<file path="config.mk">
export PLATFORM = sky130hd
export DESIGN_NAME = breath_key_ctrl
export DESIGN_NICKNAME = d
export VERILOG_FILES = /design/src/rtl/breath_pkg.sv /design/src/rtl/key_filter.sv /design/src/rtl/breath_key_ctrl.sv
export SDC_FILE = /design/constraint.sdc
export NUM_CORES = 1
export LEC_CHECK = 0
export CORE_MARGIN = 3
export CORE_UTILIZATION = 60
export CTS_BUF_LIST = sky130_fd_sc_hd__clkbuf_16
export DETAILED_ROUTE_END_ITERATION = 10
export PLACE_DENSITY = 0.78
export SLEW_MARGIN = 10
export SYNTH_ARGS = -nofsm -noshare
export SYNTH_HDL_FRONTEND = slang
export SYNTH_HIERARCHICAL = 1
export SYNTH_SLANG_ARGS = --single-unit
</file>
<file path="constraint.sdc">
create_clock -name sys_clk -period 3.25 [get_ports sys_clk]
set_input_delay 0.65 -clock sys_clk [delete_from_list [all_inputs] [get_ports sys_clk]]
set_output_delay 0.65 -clock sys_clk [all_outputs]
set_load 0.1 [all_outputs]
</file>
<file path="src/rtl/breath_pkg.sv">
// Shared definitions for the breathing-LED path: mode encodings, key timing
// defaults and the breath timing constants used by the downstream generator.
package breath_pkg;

  typedef enum logic [1:0] {
    MODE_OFF  = 2'd0,
    MODE_SLOW = 2'd1,
    MODE_FAST = 2'd2,
    MODE_ON   = 2'd3
  } mode_t;

  // Key timing: 20 ms at 50 MHz, and 100 x 20 ms = 2 s for a long press.
  localparam logic [19:0] CNT_20MS_MAX_DEF = 20'd999_999;
  localparam logic [6:0]  HOLD_TICKS_DEF   = 7'd100;

  // Breath generator timing, shared with the downstream PWM stage.
  localparam logic [5:0]  BREATH_CNT_1US_MAX   = 6'd49;
  localparam logic [9:0]  BREATH_CNT_1MS_MAX   = 10'd999;
  localparam logic [9:0]  BREATH_CNT_SLOW_MAX  = 10'd999;
  localparam logic [9:0]  BREATH_CNT_FAST_MAX  = 10'd499;

  // Short-press advance: OFF -> SLOW -> FAST -> ON -> OFF.
  function automatic mode_t next_mode(input mode_t m);
    return mode_t'(m + 2'd1);
  endfunction

endpackage

</file>
<file path="src/rtl/key_filter.sv">
// Two-flop synchroniser plus counter debouncer for an active-low push-button.
// A level change on key_db is accepted only after CNT_MAX+1 consecutive
// cycles on which the synchronised input differs from key_db.
module key_filter
  import breath_pkg::*;
#(
  parameter logic [19:0] CNT_MAX = CNT_20MS_MAX_DEF
) (
  input  logic sys_clk,
  input  logic sys_rst,
  input  logic key_in,
  output logic key_db
);

  logic        sync_1;
  logic        key_sync;
  logic [19:0] deb_cnt;

  // Bring the raw button into sys_clk; resets to the released level.
  // NOTE: non-blocking assignments here keep the two flops a true shift
  // register; blocking ones would collapse them into a single stage.
  always_ff @(posedge sys_clk or posedge sys_rst) begin
    if (sys_rst) begin
      sync_1   <= 1'b1;
      key_sync <= 1'b1;
    end else begin
      sync_1   <= key_in;
      key_sync <= sync_1;
    end
  end

  // Accept a new level only once it has been stable for the full window.
  always_ff @(posedge sys_clk or posedge sys_rst) begin
    if (sys_rst) begin
      deb_cnt <= '0;
      key_db  <= 1'b1;
    end else if (key_sync == key_db) begin
      deb_cnt <= '0;
    end else if (deb_cnt == CNT_MAX) begin
      deb_cnt <= '0;
      key_db  <= key_sync;
    end else begin
      deb_cnt <= deb_cnt + 20'd1;
    end
  end

endmodule

</file>
<file path="src/rtl/breath_key_ctrl.sv">
// Key control for the breathing LED: debounced button, press/release edge
// detection, long-press hold timing and the 4-mode selector with its
// decoded outputs.
module breath_key_ctrl
  import breath_pkg::*;
#(
  parameter logic [19:0] CNT_20MS_MAX = CNT_20MS_MAX_DEF,
  parameter logic [6:0]  HOLD_TICKS   = HOLD_TICKS_DEF
) (
  input  logic       sys_clk,
  input  logic       sys_rst,
  input  logic       key_in,
  output logic       key_flag,
  output logic       long_flag,
  output logic [1:0] mode,
  output logic       breath_en,
  output logic       breath_fast,
  output logic       led_force_on
);

  logic        key_db;
  logic        key_db_d;
  logic        press_evt;
  logic        release_evt;
  logic [19:0] tick_cnt;
  logic [6:0]  hold_cnt;
  logic        long_done;
  logic        long_hit;
  mode_t       mode_q;
  mode_t       mode_d;

  key_filter #(
    .CNT_MAX (CNT_20MS_MAX)
  ) u_key_filter (
    .sys_clk (sys_clk),
    .sys_rst (sys_rst),
    .key_in  (key_in),
    .key_db  (key_db)
  );

  // Delay the debounced level by one cycle for edge detection.
  always_ff @(posedge sys_clk or posedge sys_rst) begin
    if (sys_rst) key_db_d <= 1'b1;
    else         key_db_d <= key_db;
  end

  assign press_evt   =  key_db_d & ~key_db;
  assign release_evt = ~key_db_d &  key_db;

  // The long press fires on the tick wrap that takes hold_cnt to HOLD_TICKS.
  assign long_hit = ~key_db && (tick_cnt == CNT_20MS_MAX) &&
                    (hold_cnt == HOLD_TICKS - 7'd1);

  // Register the press pulse and the long-press pulse.
  always_ff @(posedge sys_clk or posedge sys_rst) begin
    if (sys_rst) begin
      key_flag  <= 1'b0;
      long_flag <= 1'b0;
    end else begin
      key_flag  <= press_evt;
      long_flag <= long_hit;
    end
  end

  // Count 20 ms ticks while the key is held; clear everything on release.
  always_ff @(posedge sys_clk or posedge sys_rst) begin
    if (sys_rst) begin
      tick_cnt  <= '0;
      hold_cnt  <= '0;
      long_done <= 1'b0;
    end else if (key_db) begin
      tick_cnt  <= '0;
      hold_cnt  <= '0;
      long_done <= 1'b0;
    end else begin
      if (tick_cnt == CNT_20MS_MAX) begin
        tick_cnt <= '0;
        if (hold_cnt != HOLD_TICKS) hold_cnt <= hold_cnt + 7'd1;
      end else begin
        tick_cnt <= tick_cnt + 20'd1;
      end
      if (long_hit) long_done <= 1'b1;
    end
  end

  // Mode state register.
  always_ff @(posedge sys_clk or posedge sys_rst) begin
    if (sys_rst) mode_q <= MODE_OFF;
    else         mode_q <= mode_d;
  end

  // Next mode: long press forces OFF, a short-press release advances.
  // NOTE: mode_d gets a default before any branch so no latch is inferred.
  always_comb begin
    mode_d = mode_q;
    if (long_hit)
      mode_d = MODE_OFF;
    else if (release_evt && !long_done)
      mode_d = next_mode(mode_q);
  end

  // Decode the mode register for the breath generator and LED override.
  always_comb begin
    breath_en    = (mode_q == MODE_SLOW) || (mode_q == MODE_FAST);
    breath_fast  = (mode_q == MODE_FAST);
    led_force_on = (mode_q == MODE_ON);
  end

  assign mode = mode_q;

endmodule

</file>
# Word level (Yosys, flattened, before mapping)
# Cells that the tools add are included.
# op_classes
n_addsub	4
n_eq_ne	8
shift	0
n_div	0
order_cmp	0
bitwise	5
muxes	11
reduce_logical	11
n_mul	0
# ops
cell	count
$mux 20	4
$add 20x1->20 const B	2
$eq 20x20->1 const B	2
$mux 7	3
$reduce_bool 2->1	4
$add 7x1->7 const B	1
$eq 7x7->1 const B	1
$ne 7x7->1 const B	1
$eq 2x2->1 const B	2
$mux 2	2
$reduce_and 2->1	2
$logic_and 1x1->1	3
$not 1->1	3
$add 2x1->2 const B	1
$and 1x1->1	2
$eq 2x1->1 const B	1
$mux 1	2
$eq 1x1->1	1
$logic_not 1->1	1
$logic_or 1x1->1	1
# word_totals
out_inout_bits	7
regBits	56
n_memories	0
in_bits	3
latchBits	0
elab_cells	50
ramBits	0
rom_bits	0

# Longest topological paths before layout
# Gate-level depths: netlist of the first run.
# depth
ltp_word	5
mapped_depth	6
depth_no_buf	6

# By module
# The synthesis of the first run kept the hierarchy.
# by_module_without_submodules
mod	area_per_inst_um2	cells_per_inst	seq_area_each_um2	instances
breath_key_ctrl	1699.1	178	827.0	1
key_filter	1122.3	109	579.3	1

# Worst setup path after synthesis of the first run
# OpenSTA, ideal clock, no wires.
# synth_path
kind	register to output
start	register mode_q[0], in the netlist mode[0]
end	output port breath_en
t_arrival_ps	1967
t_required_ps	2600
path_slack_ps	633
path_buffers	0
stages_incl_launch_ff	4
path_cell_list	dfrtp_1 > inv_1 > ha_1 > inv_1
# synth_between
elab_chain_cells	2
elab_cells_between_ends	3
classes_between	eq/ne (2); reduce/logical (1)
# synth_lines
item	line_no	rtl
start, declared	breath_key_ctrl.sv:29	mode_t mode_q;
start signal, assigned	breath_key_ctrl.sv:89	else mode_q <= mode_d;
$eq 2x1->1 / $eq 2x2->1 (equally long branches)	breath_key_ctrl.sv:104	breath_en = (mode_q == MODE_SLOW) || (mode_q == MODE_FAST);
$logic_or 1x1->1 *	breath_key_ctrl.sv:104	
end, declared	breath_key_ctrl.sv:16	output logic breath_en,
# Mark *: on every way between the ends. The rest lies on a longest branch, timed or not.

# Worst setup path after layout of the first run
# layout_path
start	register tick_cnt[0]
end	register hold_cnt[5]
# layout_between
elab_chain_cells	3
# layout_lines
item	line_no	rtl
start, declared	breath_key_ctrl.sv:25	logic [19:0] tick_cnt;
start signal, assigned	breath_key_ctrl.sv:80	tick_cnt <= tick_cnt + 20'd1;
$eq 20x20->1	breath_key_ctrl.sv:76	if (tick_cnt == CNT_20MS_MAX) begin
$reduce_bool 2->1 (no line)	-	
$reduce_and 2->1 (no line)	-	
end signal, assigned	breath_key_ctrl.sv:78	if (hold_cnt != HOLD_TICKS) hold_cnt <= hold_cnt + 7'd1;
end, declared	breath_key_ctrl.sv:26	logic [6:0] hold_cnt;
# Every way passes these cells.
# A chain may end at the register's enable or synchronous reset.

==> results.toml, run 1 <==
[final_layout]
fin_area_sq_um = 3110
antenna_cells = 0
syn_to_final_growth_pct = 10.2
fin_util_pct = 69.9
fillers = 335
drive_above_1_share_pct = 10.4
final_cell_mix = "dfrtp_1, nor2_1, xnor2_1, inv_1, a21oi_1"
layout.nets = 306
final_common_cell = "dfrtp_1"

[job]
drv_cap = 0

[clock_tree]
cts_num_sinks = 56
cts_buffers = 5
cts-root-buf = "clkbuf_16"
cts_setup_buffers = 0
cts_tree = "built"
clk_latency_ns = 0.29
clk_pin_slew_ns = 0.07
ctsHoldBuffers = 0
cts_resized = 0
cts_buffer_depth = 2
h-tree-depth = 2

[routing]
vias_per_cell = 6.03
drtAntennaViolNets = 0
wl_per_cell_microns = 14.4
finalWirelength_microns = 5050
drc = 0
wl_met1_microns = 2430
dr_wl_met3_microns = 156
top_layer_used = "met4"
first_pass_iters = 4
routed-wl-met2_microns = 2430
drt_first_iter_violations = 95
via_count = 2109

[floorplanning]
die_y_microns = 74.6
rows = 24
coreArea_sq_um = 4440
die_w_microns = 74.6
dieArea_sq_um = 5560
io_pins = 10
initial_core_util_pct = 63.5

[pwr]
ir_drop_uv = 406
power.density_nw_per_um2 = 428
p_leak_nw = 1.30

[sta]
maxSlewViolCount = 0
slew_headroom_pct = 43.7
fmax_mhz = 422
tightest_slew_ns = 0.843
finClkSkew_ns = 0.00351
finalSetupTns_ns = 0
rsz0062_at_grt = "false"
post-route-period-util_pct = 73.0
hold_viol = 0
post-route-min-period_ns = 2.37
layout_setup_ws_ns = 0.878
setup_viol = 0

[yosys]
yosysWarnings = 6
syn_nets = 296
synth_area_sq_um = 2820
yosysSeqAreaShare_pct = 49.8
synth_top_flop_cell = "dfrtp_1"
synth_edf_count = 0
synth.area.top_cells = "dfrtp_1, xnor2_1, nor2_1, dfstp_2, a21oi_1"
yosysUniqueCellTypes = 41
ys_seq_elements = 56
syn_avg_cell_area_sq_um = 9.83
netlist_instances = 287
yosysTopAreaCell = "dfrtp_1"
ys_async_sr_fraction_pct = 100
synth.top_cell.area_share_pct = 46.1

[placement]
dpl.hpwl_microns = 3410
placed_area_sq_um = 2940
place_congestion = 0.843
dp_slack_ns = 0.928
numPortBuffers = 9

[critical_path]
cp-start-kind = "register"
cp_data_required_time_ns = 3.46
critPathMaxFanout = 17
cp.arrival_ns = 2.59
critical_path_class = "register to register"
cp-end-kind = "register"

[global_routing]
grt_pass1_vias = 1962
grt_pass1_wl_microns = 8720
grt_antenna_before_repair = 0
overflow = 0
groute.usage.overall_pct = 19.9
grt_max_degree = 34

[worst_hold_path]
min_path_type = "register to register"

[run_status]
outcome = "completed"
[sequential cells by signal, indices dropped and copies added, names as in the netlist]
| name | count |
|---|---|
| hold_cnt | 7 |
| key_db_d | 1 |
| key_flag | 1 |
| long_done | 1 |
| long_flag | 1 |
| mode | 2 |
| tick_cnt | 20 |
| u_key_filter/deb_cnt | 20 |
| u_key_filter/key_db | 1 |
| u_key_filter/key_sync | 1 |
| u_key_filter/sync_1 | 1 |
[per-layer routing]
metal	vias up	global-route usage, %
met5	-	0
met4	0	5.14
met3	4	4.19
met2	34	32.4
met1	1033	27.4
li1	1038	-
[cells by family after synthesis]
family                     Yosys count  share of synthesized area (%)
and+or+nand+nor                    131                           26.4
DFF                                 56                           49.8
AOI/OAI and AO/OA                   38                           7.81
xor gates and xnor gates            27                           8.38
buffers and inverters               25                           3.46
adders and majority gates            6                           2.66
muxes                                4                           1.46
[layout make-up]
| class | instances | area, sq um | share of cell area [%] |
|---|---|---|---|
| clock buffer | 5 | 125 | 4.03 |
| clock inverter | 3 | 42.5 | 1.37 |
| inverter | 17 | 63.8 | 2.05 |
| multi-input combinational | 206 | 1320 | 42.4 |
| sequential | 56 | 1410 | 45.2 |
| tap | 52 | 65.1 | 2.09 |
| timing repair buffer | 11 | 87.6 | 2.82 |
[path summary, 6_finish.rpt]
kind | from | end | slack [ns] | cells after the start
setup reg to reg | tick_cnt[0] | hold_cnt[5] | 0.88 | 5
hold / removal | u_key_filter/sync_1 | u_key_filter/key_sync | 0.36 | 0
max in group asynchronous | sys_rst | u_key_filter/deb_cnt[2] | 1.86 | 2
hold reg to reg | u_key_filter/sync_1 | u_key_filter/key_sync | 0.36 | 0
min in group asynchronous | sys_rst | long_done | 0.78 | 3
setup / recovery | tick_cnt[0] | hold_cnt[5] | 0.88 | 5
[cells in the mapped netlist (2+ instances only)]
cell type / n
nand2_1: 14
nor3_1: 8
nand3_1: 15
dfstp_2: 4
nand4_1: 8
xor2_1: 9
inv_1: 17
or3_1: 11
o21ai_0: 12
or4b_2: 2
dfrtp_1: 52
o31ai_1: 4
mux2i_1: 3
nor2_1: 38
clkbuf_1: 5
and4_1: 4
or4_1: 9
a21oi_1: 16
and3_1: 2
nor4_1: 6
ha_1: 6
and2_1: 3
xnor2_1: 18
nor4b_1: 2
buf_2: 3
[stage by stage]
step | total power [mW] | hold WS (ns) | cells
detailed placement | 0.747 | 0.350 | 342
global placement | 0.746 | 0.346 | 342
global route | 1.38 | 0.365 | 350
floorplan | 0.737 | 0.345 | 287
CTS | 1.34 | 0.359 | 350
finish | 1.33 | 0.357 | 350
[worst max-delay path: stages (launching register included)]
cell     delay [ns]
dfrtp_1        0.40
ha_1           0.23
and3_1         0.23
nand4_1        0.48
or4b_2         0.80
a21oi_1        0.16
[report_power, final]
| group | total (mW) | internal (mW) | switching (mW) |
|---|---|---|---|
| registers | 0.706 | 0.702 | 0.00418 |
| clock network | 0.596 | 0.362 | 0.234 |
| logic | 0.0265 | 0.00659 | 0.0199 |
Note: power is estimated with default switching activity, not from simulation.
==> run 2, diff against run 1 <==
- clock period: 3.25 -> 2.3 ns (I/O delays scaled with it)
==> run 2 against run 1 <==
  * Clock skew about the same
  * Cell count increased by 1.1%
  * Flip-flop and latch count unchanged
  * Sequential power increased by 41%
  * Clock power increased by 40%
  * Global-route usage increased by 0.82 points
  * Die area unchanged
  * Cell area increased by 1.7%
  * Utilization increased by 1.2 points
  * Fmax increased by 12%
  * Power increased by 41%
  * Sequential share of layout area decreased by 0.69 points
  * Critical endpoint is now hold_cnt[2]
  * Largest power group unchanged
==> results.toml, run 2 (synthesis results as in run 1) <==
[clock_tree]
cts-root-buf = "clkbuf_16"
cts_buffers = 5
h-tree-depth = 2
clk_pin_slew_ns = 0.07
cts_buffer_depth = 2
ctsHoldBuffers = 0
clk_latency_ns = 0.29
cts_tree = "built"
cts_resized = 0
cts_num_sinks = 56
cts_setup_buffers = 0

[floorplanning]
coreArea_sq_um = 4440
die_w_microns = 74.6
initial_core_util_pct = 63.5
io_pins = 10
rows = 24
dieArea_sq_um = 5560
die_y_microns = 74.6

[critical_path]
cp-end-kind = "register"
cp.arrival_ns = 2.33
cp-start-kind = "register"
regToRegSetupSlack_ns = 0.19
critPathMaxFanout = 10
crit_end = "hold_cnt[2]"
cp_data_required_time_ns = 2.51
critical_path_class = "register to register"
r2r_cells = 6
rr_endpoint = "hold_cnt[2]"
crit_path_max_incr_delay_ns = 0.47
cp_slowest_cell = "or4_1"
startpoint = "tick_cnt[0]"
reg2reg_from = "tick_cnt[0]"
crit_chain = "ha_1, and3_1, nand4_1, buf_4, or4_1, a21oi_1"

[sta]
fmax_mhz = 474
setup_viol = 0
post-route-period-util_pct = 91.8
hold_viol = 0
slew_headroom_pct = 57.3
maxSlewViolCount = 0
post-route-min-period_ns = 2.11
rsz0062_at_grt = "false"
finClkSkew_ns = 0.00388
finalSetupTns_ns = 0
tightest_slew_ns = 0.635

[routing]
wl_per_cell_microns = 14.7
via_count = 2124
first_pass_iters = 4
drtAntennaViolNets = 0
finalWirelength_microns = 5220
drc = 0
drt_first_iter_violations = 126
vias_per_cell = 6.00

[worst_hold_path]
min_path_type = "register to register"
worstHoldPathCells = 0

[global_routing]
grt_pass1_wl_microns = 8940
grt_max_degree = 34
grt_antenna_before_repair = 0
use_met2_pct = 33.8
busiest_layer = "met2"
groute.usage.overall_pct = 20.8
overflow = 0
grt_pass1_vias = 1924
grtUsageMet3_pct = 3.11
met1_usage_pct = 28.9

[final_layout]
drive_above_1_share_pct = 11.9
final_common_cell = "dfrtp_1"
layout.nets = 310
syn_to_final_growth_pct = 12.1
final_cell_mix = "dfrtp_1, nor2_1, inv_1, xnor2_1, a21oi_1"
antenna_cells = 0
top_regs = "tick_cnt: 20 flops, u_key_filter/deb_cnt: 20 flops, hold_cnt: 7 flops"
fin_util_pct = 71.1

[pwr]
p_leak_nw = 1.33
ir_drop_uv = 405
power.density_nw_per_um2 = 593

[placement]
numPortBuffers = 9
place_congestion = 0.824
dpl.hpwl_microns = 3510

[job]
drv_cap = 0

[run_status]
outcome = "completed"
run 2: cell types whose count changed in the layout (fill, tap and decap cells not counted), sizes merged:
cell / previous run / this run
buf: 9 / 13
clkinvlp: 1 / 0
inv: 17 / 18
run 2: critical path: cells and delay by family (launching register included):
| kind | cells | cell delay (ns) |
|---|---|---|
| simple gates | 3 | 0.99 |
| flops | 1 | 0.39 |
| buf+inv | 1 | 0.29 |
| fa+ha+maj | 1 | 0.21 |
| compound gates | 1 | 0.15 |
run 2: worst min path at each step:
stage / from / to / slack, ns
after floorplan: u_key_filter/sync_1 / u_key_filter/key_sync / 0.35
after global placement: u_key_filter/sync_1 / u_key_filter/key_sync / 0.35
after detailed placement: u_key_filter/sync_1 / u_key_filter/key_sync / 0.35
after CTS: u_key_filter/sync_1 / u_key_filter/key_sync / 0.36
after global routing: u_key_filter/sync_1 / u_key_filter/key_sync / 0.36
final: u_key_filter/sync_1 / u_key_filter/key_sync / 0.36
run 2: cell type report:
cell class              count  area [sq um]
flip-flops and latches     56          1410
multi-input cells         206          1320
fillers                   330          1280
repair buffers             15           143
clock buffers               5           125
well taps                  52          65.1
inverters                  17          63.8
clock inverters             3          38.8
run 2: per-stage QoR:
stage | worst slack [ns] | hold slack (ns) | std cells | power (mW) | instance area (sq um)
after floorplan | 0.166 | 0.345 | 287 | 1.04 | 2820
after global placement | 0.282 | 0.349 | 346 | 1.06 | 3000
after detailed placement | 0.255 | 0.347 | 346 | 1.06 | 3000
after CTS | 0.200 | 0.360 | 354 | 1.89 | 3160
after global routing | 0.0424 | 0.361 | 354 | 1.93 | 3160
final | 0.188 | 0.360 | 354 | 1.87 | 3160
run 2: power breakdown:
part	switching, mW	internal [mW]
clock network	0.329	0.508
logic	0.0285	0.0116
registers	0.00582	0.992
total	0.363	1.51
run 2: layer usage:
layer | vias to the layer above | routed length [microns]
met5 | - | 0
met4 | 0 | 62
met3 | 7 | 127
met2 | 27 | 2570
met1 | 1046 | 2460
li1 | 1044 | -
==> run 3, diff against run 2 <==
- CTS_BUF_LIST: sky130_fd_sc_hd__clkbuf_16 -> not set
- SKIP_LAST_GASP: not set -> 1
==> run 3 against run 2 <==
  * Via count is 0.85% lower
  * Cell count stayed put
  * Fmax fell by 0.62%
  * Power fell by 11%
  * Hold slack gained 0.0027 ns
  * First-iteration DRC count fell by 5.6%
  * Clock power down 25%
  * Die area unchanged
  * Worst setup slack worse by 0.013 ns
  * Non-clock buffer count stayed put
  * Count of clock-buffer cells in the layout up 1
  * Critical path type unchanged
  * Largest cell class unchanged
==> results.toml, run 3 (synthesis results as in run 1) <==
[routing]
via_count = 2106
first_pass_iters = 4
finalWirelength_microns = 5150
drc = 0
drtAntennaViolNets = 0
vias_per_cell = 5.95
drt_first_iter_violations = 119
wl_per_cell_microns = 14.6

[global_routing]
groute.usage.overall_pct = 21.0
grt_antenna_before_repair = 0
grt_pass1_wl_microns = 8910
grt_pass1_vias = 1940
overflow = 0
grt_max_degree = 34

[final_layout]
final_cell_mix = "dfrtp_1, nor2_1, xnor2_1, inv_1, a21oi_1"
fin_util_pct = 69.9
antenna_cells = 0
fin_area_sq_um = 3110
layout.nets = 310
final_cells = 354
syn_to_final_growth_pct = 10.1
fillers = 343
final_common_cell = "dfrtp_1"
drive_above_1_share_pct = 11.9
top_regs = "tick_cnt: 20 flops, u_key_filter/deb_cnt: 20 flops, hold_cnt: 7 flops"

[pwr]
combPwrFrac_pct = 2.4
pwr-share-clk_pct = 37.7
p_sw_mw = 0.338
power.density_nw_per_um2 = 536
ir_drop_uv = 398
p_leak_nw = 1.30
power_frac_seq_pct = 59.9
p_int_mw = 1.33
netSwitchingFraction_pct = 20.3

[clock_tree]
cts_num_sinks = 56
clk_pin_slew_ns = 0.09
cts_buffer_depth = 2
cts-root-buf = "clkbuf_8"
h-tree-depth = 2
ctsHoldBuffers = 0
clk_latency_ns = 0.31
cts_setup_buffers = 0
cts_buffers = 5
cts_resized = 0
cts_tree = "built"

[floorplanning]
rows = 24
initial_core_util_pct = 63.5
coreArea_sq_um = 4440
dieArea_sq_um = 5560
die_y_microns = 74.6
die_w_microns = 74.6
io_pins = 10

[critical_path]
cp-end-kind = "register"
critPathMaxFanout = 10
regToRegSetupSlack_ns = 0.18
critical_path_class = "register to register"
cp_slowest_cell = "or4_1"
cp_data_required_time_ns = 2.54
cp.arrival_ns = 2.37
crit_chain = "ha_1, and3_1, nand4_1, buf_4, or4_1, a21oi_1"
cp-start-kind = "register"
crit_path_max_incr_delay_ns = 0.47
path_buf_inv = 1
critPathTopFamily = "simple AND/OR/NAND/NOR gates"

[job]
drv_cap = 0

[sta]
layout_setup_ws_ns = 0.175
slew_headroom_pct = 58.1
finalSetupTns_ns = 0
post-route-period-util_pct = 92.4
rsz0062_at_grt = "false"
finClkSkew_ns = 0.00367
setup_viol = 0
maxSlewViolCount = 0
hold_viol = 0
fmax_mhz = 471
tightest_slew_ns = 0.623
post-route-min-period_ns = 2.12

[placement]
place_inst = 346
place_congestion = 0.824
placed_area_sq_um = 3000
dp_slack_ns = 0.255
dpl.hpwl_microns = 3510
numPortBuffers = 9

[run_status]
outcome = "completed"

[worst_hold_path]
min_path_type = "register to register"
## run 3: final cells by class
cell class | count | area (sq um) | area share [%]
repair buffers | 15 | 143 | 4.59
clock buffers | 6 | 72.6 | 2.34
clock inverters | 2 | 35.0 | 1.13
well taps | 52 | 65.1 | 2.10
inverters | 17 | 63.8 | 2.05
multi-input cells | 206 | 1320 | 42.4
flip-flops and latches | 56 | 1410 | 45.4
## run 3: worst paths after layout
| path | from | depth (start not counted) | end |
|---|---|---|---|
| max reg2reg | tick_cnt[0] | 6 | hold_cnt[2] |
| max in group asynchronous | sys_rst | 3 | key_db_d |
| max | tick_cnt[0] | 6 | hold_cnt[2] |
| min reg2reg | u_key_filter/sync_1 | 0 | u_key_filter/key_sync |
| min in group asynchronous | sys_rst | 3 | u_key_filter/deb_cnt[19] |
| min | u_key_filter/sync_1 | 0 | u_key_filter/key_sync |
## run 3: stage by stage
step	hold WS, ns	power (mW)
CTS	0.364	1.69
global route	0.366	1.74
floorplan	0.345	1.04
global placement	0.349	1.06
detailed placement	0.347	1.06
finish	0.362	1.66
## run 3: power groups by stage
stage / clock network [mW] / logic [mW] / registers (mW)
after floorplan: 0 / 0.0267 / 1.02
after global routing: 0.689 / 0.0478 / 0.999
after global placement: 0 / 0.0412 / 1.02
final: 0.628 / 0.0399 / 0.997
after CTS: 0.654 / 0.0423 / 0.997
after detailed placement: 0 / 0.0422 / 1.02
## run 3: metal layers
| layer | GRT usage (%) | vias to the layer above | wire length [microns] |
|---|---|---|---|
| met3 | 5.00 | 4 | 184 |
| met5 | 0 | - | 0 |
| met1 | 28.3 | 1023 | 2380 |
| met2 | 33.7 | 36 | 2540 |
| met4 | 6.72 | 0 | 41 |
| li1 | - | 1043 | - |
